==> config.mk <==
export PLATFORM = sky130hd
export DESIGN_NAME = awg_cfg_scheduler
export DESIGN_NICKNAME = d
export VERILOG_FILES = /design/src/rtl/awg_cfg_scheduler.sv
export SDC_FILE = /design/constraint.sdc
export NUM_CORES = 1
export LEC_CHECK = 0
export BUFFER_PORTS_ARGS = -buffer_cell sky130_fd_sc_hd__buf_2
export CAP_MARGIN = 40
export CORE_UTILIZATION = 53
export CTS_CLUSTER_DIAMETER = 60
export CTS_CLUSTER_SIZE = 25
export DETAILED_ROUTE_END_ITERATION = 12
export PLACE_DENSITY = 0.92
export SYNTH_ARGS = -nofsm -noshare
export SYNTH_HDL_FRONTEND = slang
export SYNTH_SLANG_ARGS = --single-unit
export TNS_END_PERCENT = 30
==> constraint.sdc <==
create_clock -name clk -period 15 [get_ports clk]
set_input_delay 1.5 -clock clk [delete_from_list [all_inputs] [get_ports clk]]
set_output_delay 1.5 -clock clk [all_outputs]
set_load 0.02 [all_outputs]
==> src/rtl/awg_cfg_scheduler.sv <==
// awg_cfg_scheduler: shadow-buffered DDS channel config committed at the channel's phase wrap.
// Optional AWG_BROADCAST_EN: channel 8'hFF commits to every channel on ch_wrap[0].
module awg_cfg_scheduler #(
  parameter int          NUM_CH    = 4,
  parameter logic [31:0] DEF_ADDER = 32'd1000000,
  parameter logic [31:0] DEF_AMPL  = 32'd1000000,
  parameter int          TIMEOUT   = 65535
) (
  input  logic                   clk,
  input  logic                   rst,
  input  logic                   cmd_valid,
  output logic                   cmd_ready,
  input  logic [7:0]             cmd_channel,
  input  logic [31:0]            cmd_adder,
  input  logic [31:0]            cmd_ampl,
  input  logic [NUM_CH-1:0]      ch_wrap,
  output logic [32*NUM_CH-1:0]   ch_adder,
  output logic [32*NUM_CH-1:0]   ch_ampl,
  output logic [NUM_CH-1:0]      ch_update,
  output logic                   tx_valid,
  output logic [7:0]             tx_data,
  input  logic                   tx_ready
);
  localparam int CW = $clog2(TIMEOUT);
  localparam logic [7:0] NCH = 8'(NUM_CH);
  typedef enum logic [1:0] {IDLE, WAIT_WRAP, RESP} state_t;
  state_t state, nxt;
  logic [7:0] sh_ch, stat;
  logic [31:0] sh_adder, sh_ampl;
  logic [CW-1:0] cnt;
  logic [NUM_CH-1:0] sel;
  logic cmd_bcast, bcast, wrap_hit, timeout_hit, commit;
`ifdef AWG_BROADCAST_EN
  assign cmd_bcast = cmd_channel == 8'hFF;
  assign bcast = sh_ch == 8'hFF;
`else
  assign cmd_bcast = 1'b0;
  assign bcast = 1'b0;
`endif
  // one-hot target mask derived from the shadow channel
  for (genvar i = 0; i < NUM_CH; i++) begin : g_sel
    assign sel[i] = bcast || sh_ch == 8'(i);
  end
  assign wrap_hit = bcast ? ch_wrap[0] : |(ch_wrap & sel);
  assign timeout_hit = cnt == CW'(TIMEOUT - 1);
  assign cmd_ready = state == IDLE && !rst;
  always_comb begin
    nxt = state;
    commit = 1'b0;
    stat = 8'h00;
    case (state)
      IDLE: begin
        if (cmd_valid) nxt = (cmd_channel < NCH || cmd_bcast) ? WAIT_WRAP : RESP;
        stat = 8'h78;
      end
      WAIT_WRAP: begin
        commit = wrap_hit || timeout_hit;
        nxt = commit ? RESP : WAIT_WRAP;
        stat = wrap_hit ? 8'h6B : 8'h74;
      end
      RESP: nxt = tx_ready ? IDLE : RESP;
      default: nxt = IDLE;
    endcase
  end
  always_ff @(posedge clk or posedge rst) begin
    if (rst) begin
      state <= IDLE;
      sh_ch <= 8'h00;
      sh_adder <= 32'h0;
      sh_ampl <= 32'h0;
      cnt <= '0;
      ch_adder <= {NUM_CH{DEF_ADDER}};
      ch_ampl <= {NUM_CH{DEF_AMPL}};
      ch_update <= '0;
      tx_valid <= 1'b0;
      tx_data <= 8'h00;
    end else begin
      state <= nxt;
      ch_update <= commit ? sel : '0;
      if (state == IDLE && cmd_valid) begin
        sh_ch <= cmd_channel;
        sh_adder <= cmd_adder;
        sh_ampl <= cmd_ampl;
        cnt <= '0;
      end else if (state == WAIT_WRAP) cnt <= cnt + 1'b1;
      for (int i = 0; i < NUM_CH; i++)
        if (commit && sel[i]) begin
          ch_adder[32*i +: 32] <= sh_adder;
          ch_ampl[32*i +: 32] <= sh_ampl;
        end
      if (nxt == RESP && state != RESP) begin
        tx_valid <= 1'b1;
        tx_data <= stat;
      end else if (state == RESP && tx_ready) tx_valid <= 1'b0;
    end
  end
endmodule

======== Yosys cells after proc, flatten, opt, wreduce, memory -nomap -nowiden ========
Index checks and enable logic that the tools add are counted.
W data, S select, Z words.
cells by class
  mux-type cells .......................... 13
  bitwise logic cells ..................... 1
  eq/ne operators ......................... 8
  shift operators ......................... 0
  $add $sub $neg .......................... 1
  reduce and logical (&&, ||, !) cells .... 15
  divide/modulo/power cells ............... 0
  order comparisons ....................... 1
  multiply operators ...................... 0
operators with widths
  kind                     count
  $mux W16                 2
  $add A16 B1 Y16 const B  1
  $eq A16 B16 Y1 const B   1
  $eq A8 B2 Y1 const B     2
  $pmux W8 S2              1
  $eq A8 B1 Y1 const B     1
  $logic_and A1 B1 Y1      8
  $logic_not A8 Y1         1
  $lt A8 B3 Y1 const B     1
  $mux W2                  4
  $pmux W2 S3              1
  $mux W5                  1
  $and A4 B4 Y4            1
  $eq A2 B2 Y1 const B     2
  $mux W4                  1
  $reduce_bool A2 Y1       2
  $reduce_or A4 Y1         1
  $mux W1                  3
  $eq A2 B1 Y1 const B     1
  $logic_not A2 Y1         1
  $ne A2 B2 Y1 const B     1
  $logic_not A1 Y1         1
  $logic_or A1 B1 Y1       1
word-level totals
  memories ................................ 0
  input port bits ......................... 80
  logic and storage cells ................. 55
  output and inout port bits .............. 270
  bits in writable memories ............... 0
  ROM bits ................................ 0
  register bits ........................... 359
  latch bits .............................. 0

======== Longest topological paths before layout ========
Gate-level depths: netlist (run 1).
  depth after elaboration ................. 9
  depth in mapped cells ................... 7
  mapped depth without buffers ............ 6

======== Worst setup path after synthesis (run 1) ========
No wires, ideal clock.
  kind .................................... input to output
  start point ............................. input port rst
  end point ............................... output port cmd_ready
  required time ........................... 13500 ps
  arrival time ............................ 1955 ps
  stages .................................. 1
  setup slack ............................. 11545 ps
  buffers on the path ..................... 0
  path through ............................ nor3_1
between the ends
  cells in the longest elaborated chain, start to end .. 2
RTL lines
  item                        RTL line  text
  from (decl)                 10        input logic rst,
  $logic_not A1 Y1 (no line)  --
  $logic_and A1 B1 Y1         46        assign cmd_ready = state == IDLE && !rst;
  to (decl)                   12        output logic cmd_ready,
Every way passes these cells.

======== Worst setup path after layout (run 1) ========
  start point ............................. input port ch_wrap[3]
  end point ............................... register ch_adder[79]
between the ends
  cells in the longest elaborated chain, start to end .. 5
RTL lines
  item                             RTL line  text
  from (decl)                      16        input logic [NUM_CH-1:0] ch_wrap,
  $and A4 B4 Y4                    44        assign wrap_hit = bcast ? ch_wrap[0] : |(ch_wrap & sel);
  $reduce_or A4 Y1                 44
  $logic_or A1 B1 Y1               57        commit = wrap_hit || timeout_hit;
  $mux W1                          51        case (state)
  $logic_and A1 B1 Y1              87        if (commit && sel[i]) begin
  to (signal assigned)             72        ch_adder <= {NUM_CH{DEF_ADDER}};
  to (signal, indexed assignment)  88        ch_adder[32*i +: 32] <= sh_adder;
  to (decl)                        17        output logic [32*NUM_CH-1:0] ch_adder,
Every way passes these cells.
A chain may end at the register's enable or synchronous reset.

==> flow_summary.yaml, run 1 <==
floorplan:
  fp.dieW_um: 163
  io_pins: 350
  row_count: 58
  start_util_pct: 54.5
  core_sq_mm: 0.0253
  die-area_sq_mm: 0.0267
  die_h_um: 163
timing:
  finalSetupViolations: 0
  clock_skew_ns: 0.0194
  worst_pin_slew_ns: 0.863
  finalMaxSlewViolations: 0
  period_needed_ns: 3.69
  hold_violations: 0
  setup_ws_ns: 11.31
  slew_headroom_pct: 42.4
  rsz0062_at_grt: "false"
  fmaxAchievable_mhz: 271
  setup_tns_ns: 0
  final.period_utilization_pct: 24.6
global_route:
  grt_pass1_vias: 9677
  grt_overflow_total: 0
  antenna_found_initial: 0
  grt_use_total_pct: 25.0
  top_usage_layer: "met2"
  grtUsageMet3_pct: 5.41
  grt_use_met1_pct: 31.0
  grt_pass1_wl_um: 52000
  grt_max_degree: 102
  met2_usage_pct: 42.5
logic_synthesis:
  syn_inst: 990
  muxShareOfSynthArea_pct: 21.5
  synth_cell_types: 40
  synth_nets: 1072
  synth_compound_area_share_pct: 2.09
  synth_edf_count: 0
  synth-seq-cells: 356
  synthAdderAreaFrac_pct: 0.181
  synthFlopType: "dfrtp_1"
  synth_xor_area_share_pct: 0
  synth_seq_area_share_pct: 65.1
  syn_area_sq_mm: 0.0138
  yosysWarnings: 0
  async_reset_ff_share_pct: 100
  yosys.area_share.simple_pct: 8.39
  syn_area_per_cell_sq_um: 13.9
  synth_top_family_by_area: "multiplexers"
route:
  num_vias: 9198
  ant_nets: 0
  firstDrtPassIters: 4
  drc_errors: 0
  wl_per_cell_um: 19.8
  finalWirelength_um: 33300
  viasPerCell: 5.47
  drt_iter0_drc: 649
placed_design:
  dp_slack_ns: 10.73
  numPortBuffers: 348
  dp_hpwl_um: 23000
  place_area_sq_mm: 0.0159
  place.gp.congestion: 0.823
worst_setup_path:
  crit_fanout: 44
  cp.arrival_ns: 4.11
  worstPathRequired_ns: 15.42
  critical_path.top_delay_family: "multiplexers"
  crit_path_start_kind: "primary input"
  crit_chain: "buf_2 -> mux4_2 -> o2111ai_4 -> buf_4 -> mux2_2"
  timing.rr.start: "sh_ch[0]"
  worst-path-buf-inv: 2
  max_stage_delay_ns: 0.76
  crit_path_end_kind: "flop"
  cp-startpoint: "ch_wrap[3]"
  critical_path_class: "primary input to flop"
  cp_slowest_cell: "o2111ai_4"
pwr:
  leakage_nw: 9.54
  irDropWorstVdd_v: 0.0000921
  p_total_mw: 2.05
  powerDensity_mw_per_mm2: 123
cells_and_area:
  finalNetCount: 1414
  drive_above_1_share_pct: 41.6
  final_common_cell: "buf_2"
  final_area_sq_mm: 0.0167
  n_antenna_cell: 0
  layout_common_cells: "348 x buf_2, 300 x dfrtp_1, 226 x nand2_1"
  syn2layout_area_growth_pct: 21.3
job:
  drv_cap: 0
clock_tree:
  clkSlewWorstSetupHoldPaths_ns: 0.07
  cts_resized: 0
  ctsHoldBuffers: 0
  htree_levels: 1
  clock_path_buffers: 3
  cts_tree: "built"
  cts-root-buf: "clkbuf_16"
  cts_buffers: 26
  cts_setup_buffers: 0
  clkLatencyLatePin_ns: 0.55
  cts.sinks: 356
worst_hold_path:
  hold_path.class: "flop to flop"
  hp-start: "ch_adder[56]"
status:
  status: "finished clean"
## per-stage QoR
step / cells / hold slack, ns / util (%)
finish: 1681 / 0.488 / 66.1
global route: 1681 / 0.506 / 66.1
CTS: 1681 / 0.490 / 66.1
detailed placement: 1634 / 0.468 / 62.6
global placement: 1627 / 0.462 / 61.9
floorplan: 990 / 0.445 / -
## cell usage after synthesis, types with 5 or more instances
master / n / area (sq um)
dfrtp_1: 300 / 7510
nand4_1: 5 / 31.3
nor2_1: 9 / 33.8
mux2_2: 87 / 980
buf_2: 8 / 40.0
mux2i_1: 6 / 60.1
nand2_1: 226 / 848
inv_1: 7 / 26.3
nor4_1: 7 / 43.8
o21ai_0: 12 / 60.1
mux2_1: 169 / 1900
dfstp_2: 56 / 1470
nand3_1: 11 / 55.1
clkbuf_1: 18 / 67.6
buf_6: 18 / 203
o31ai_1: 7 / 52.6
## flip-flops by register name, summed over array words and instances (netlist names)
name       count
ch_adder     128
ch_ampl      128
ch_update      4
cnt           16
sh_adder      32
sh_ampl       32
sh_ch          8
state          2
tx_data        5
tx_valid       1
## cell families (layout without fill, tap and decap cells)
kind of cell             Yosys count  after routing
buffers and inverters             58            419
flip-flops                       356            356
AO/OA/AOI/OAI                     33             33
AND/OR/NAND/NOR                  277            277
multiplexers                     263            263
other                              1              1
adder cells (fa/ha/maj)            2              2
## worst paths after layout
kind / end / slack, ns / cells after the start
max in group asynchronous: ch_ampl[123] / 12.98 / 3
worst max register to register: ch_adder[79] / 11.74 / 4
worst min register to register: ch_adder[56] / 0.49 / 1
worst min-delay path: ch_adder[56] / 0.49 / 1
min in group asynchronous: sh_ch[4] / 0.94 / 2
worst max-delay path: ch_adder[79] / 11.31 / 5
## metal layers
metal / up-vias / routed length, um / share of wire, %
li1: 4046 / - / -
met1: 4683 / 12900 / 39
met2: 379 / 16800 / 50
met3: 90 / 2400 / 7.2
met4: 0 / 1280 / 3.8
met5: - / 0 / 0
## report_power, final
group	internal [mW]	switching, mW
sequential	1.04	0.102
combinational	0.0673	0.121
clock	0.363	0.357
total	1.47	0.580
## layout make-up
| type | count | area (sq um) |
|---|---|---|
| clock buffer | 31 | 691 |
| sequential | 356 | 8980 |
| timing repair buffer | 365 | 1990 |
| tap | 330 | 413 |
| fill | 1733 | 8600 |
| clock inverter | 16 | 180 |
| multi-input combinational | 576 | 4450 |
| inverter | 7 | 33.8 |
Power figures use the tool's default switching activity.
==> inputs of run 2 (changes only) <==
--- a/config.mk
+++ b/config.mk
@@ -7,11 +7,11 @@
 export LEC_CHECK = 0
 export BUFFER_PORTS_ARGS = -buffer_cell sky130_fd_sc_hd__buf_2
 export CAP_MARGIN = 40
-export CORE_UTILIZATION = 53
+export CORE_UTILIZATION = 48
 export CTS_CLUSTER_DIAMETER = 60
 export CTS_CLUSTER_SIZE = 25
 export DETAILED_ROUTE_END_ITERATION = 12
-export PLACE_DENSITY = 0.92
+export PLACE_DENSITY = 0.88
 export SYNTH_ARGS = -nofsm -noshare
 export SYNTH_HDL_FRONTEND = slang
 export SYNTH_SLANG_ARGS = --single-unit
==> constraint.sdc (replaced) <==
create_clock -name clk -period 2.99 [get_ports clk]
set_input_delay 0.299 -clock clk [delete_from_list [all_inputs] [get_ports clk]]
set_output_delay 0.299 -clock clk [all_outputs]
set_load 0.02 [all_outputs]
==> run 2 against run 1 <==
Effect of this change:
- sequential cell count unchanged
- non-clock buffer count is 72 higher
- combinational power rose to 5.4 times the previous value
- critical path depth up 2
- register-to-register slack got worse by 11 ns
- design area is 5.3% higher
- largest power group unchanged
- global-route usage fell by 1.3 points
==> flow_summary.yaml, run 2 (synthesis results as in run 1) <==
cells_and_area:
  syn2layout_area_growth_pct: 27.8
  finalNetCount: 1487
  n_antenna_cell: 0
  instances_no_fill: 1803
  biggestRegsByFlops: "ch_adder x128, ch_ampl x128"
  drive_above_1_share_pct: 39.8
  final_area_sq_mm: 0.0176
  layout_common_cells: "348 x buf_2, 300 x dfrtp_1, 226 x nand2_1"
  num-fill-cells: 1979
  final_common_cell: "buf_2"
worst_setup_path:
  cp_slowest_cell: "nor4_4"
  max_stage_delay_ns: 0.65
  cp-startpoint: "cnt[0]"
  critical_path_class: "flop to flop"
  worst-path-buf-inv: 2
  cp.arrival_ns: 2.95
  crit-reg2reg-capture: "ch_adder[108]"
  worstPathRequired_ns: 3.42
  crit_path_start_kind: "flop"
  crit_fanout: 28
  crit_path_end_kind: "flop"
  timing.rr.start: "cnt[0]"
  worst-r2r-cell-count: 7
  worst-r2r-setup-slack_ns: 0.46
  critical_path.top_delay_family: "simple AND/OR/NAND/NOR gates"
  crit_chain: "inv_1 -> ha_1 -> nand4_1 -> nor4_4 -> o2111ai_4 -> buf_4 -> mux2_1"
timing:
  finalSetupViolations: 0
  setup_tns_ns: 0
  hold_violations: 0
  rsz0062_at_grt: "false"
  clock_skew_ns: 0.0273
  fmaxAchievable_mhz: 396
  final.period_utilization_pct: 84.5
  setup_ws_ns: 0.462
  finalMaxSlewViolations: 0
  period_needed_ns: 2.53
  slew_headroom_pct: 43.9
  worst_pin_slew_ns: 0.841
clock_tree:
  cts_buffers: 27
  cts.sinks: 356
  cts_resized: 0
  htree_levels: 1
  cts_tree: "built"
  clkSlewWorstSetupHoldPaths_ns: 0.09
  clock_path_buffers: 3
  cts-root-buf: "clkbuf_16"
  clkLatencyLatePin_ns: 0.55
global_route:
  antenna_found_initial: 0
  grt_pass1_vias: 10024
  grt_overflow_total: 0
  grt_use_total_pct: 23.7
  grt_max_degree: 156
  grt_pass1_wl_um: 54200
placed_design:
  place_area_sq_mm: 0.0159
  place.gp.congestion: 0.834
  dp_slack_ns: 0.521
  dp_hpwl_um: 21900
  dpl.cell_count: 1681
  numPortBuffers: 348
pwr:
  irDropWorstVdd_v: 0.000502
  powerDensity_mw_per_mm2: 608
  leakage_nw: 9.88
floorplan:
  start_util_pct: 49.3
  row_count: 61
  die_h_um: 172
  core_sq_mm: 0.0280
  die-area_sq_mm: 0.0294
  fp.dieW_um: 172
  io_pins: 350
job:
  drv_cap: 0
route:
  drt_iter0_drc: 568
  viasPerCell: 5.25
  firstDrtPassIters: 4
  num_vias: 9466
  wl_per_cell_um: 19.4
  finalWirelength_um: 35000
  ant_nets: 0
  drc_errors: 0
worst_hold_path:
  hold_path.class: "primary input to flop"
  hp-start: "tx_ready"
  hold_depth: 4
  hold_end: "state[1]"
status:
  status: "finished clean"
run 2: cell types whose count changed in the layout (fill, tap and decap cells not counted), sizes merged:
cell / before / now
buf: 365 / 364
clkbuf: 31 / 27
clkinv: 7 / 6
clkinvlp: 1 / 3
dlygate4sd3: 0 / 73
inv: 14 / 19
run 2: layer usage:
| metal | track usage (%) | wire length, um | vias to the layer above |
|---|---|---|---|
| li1 | - | - | 4189 |
| met1 | 28.1 | 13600 | 4822 |
| met2 | 41.6 | 17700 | 362 |
| met3 | 5.29 | 2450 | 93 |
| met4 | 9.78 | 1200 | 0 |
| met5 | 0 | 0 | - |
run 2: how the worst max path moves through the flow:
stage / to / slack (ns) / depth (start not counted)
after global placement: ch_adder[104] / 0.61 / 4
after CTS: ch_adder[108] / 0.50 / 7
after detailed placement: ch_adder[108] / 0.52 / 7
final: ch_adder[108] / 0.46 / 7
after global routing: ch_adder[108] / 0.31 / 7
after floorplan: ch_adder[0] / -2.03 / 1
run 2: stage by stage:
step	util [%]	total power [mW]	hold slack, ns
2_1_floorplan	-	6.25	0.404
3_3_place_gp	56.8	6.67	0.394
3_5_place_dp	56.8	6.75	0.404
4_1_cts	62.9	10.8	0.0735
5_1_grt	62.9	11.1	0.149
6_report	62.9	10.7	0.106
run 2: where the power goes:
| part | switching, mW | total [mW] | leakage [nW] | internal, mW |
|---|---|---|---|---|
| Clock | 2.03 | 3.94 | 0.474 | 1.92 |
| Combinational | 0.631 | 1.02 | 4.78 | 0.387 |
| Sequential | 0.523 | 5.76 | 4.63 | 5.23 |
| Total | 3.18 | 10.7 | 9.88 | 7.54 |
run 2: tightest hold or removal path: stages:
cell     delay, ns
buf_2         0.10
nor3b_1       0.04
nor2_1        0.08
o21ai_0       0.08
run 2: layout make-up:
cell class / count / area, sq um / area share, %
multi-input combinational: 576 / 4450 / 25.2
sequential: 356 / 8980 / 50.9
tap: 378 / 473 / 2.68
clock inverter: 22 / 315 / 1.79
inverter: 7 / 30.0 / 0.170
clock buffer: 27 / 676 / 3.83
timing repair buffer: 437 / 2710 / 15.3
run 2: timing repair:
item / CTS / global route
buffers inserted: 0 / 0
endpoints found under the hold margin: 83 / 0
hold buffers: 73 / 0
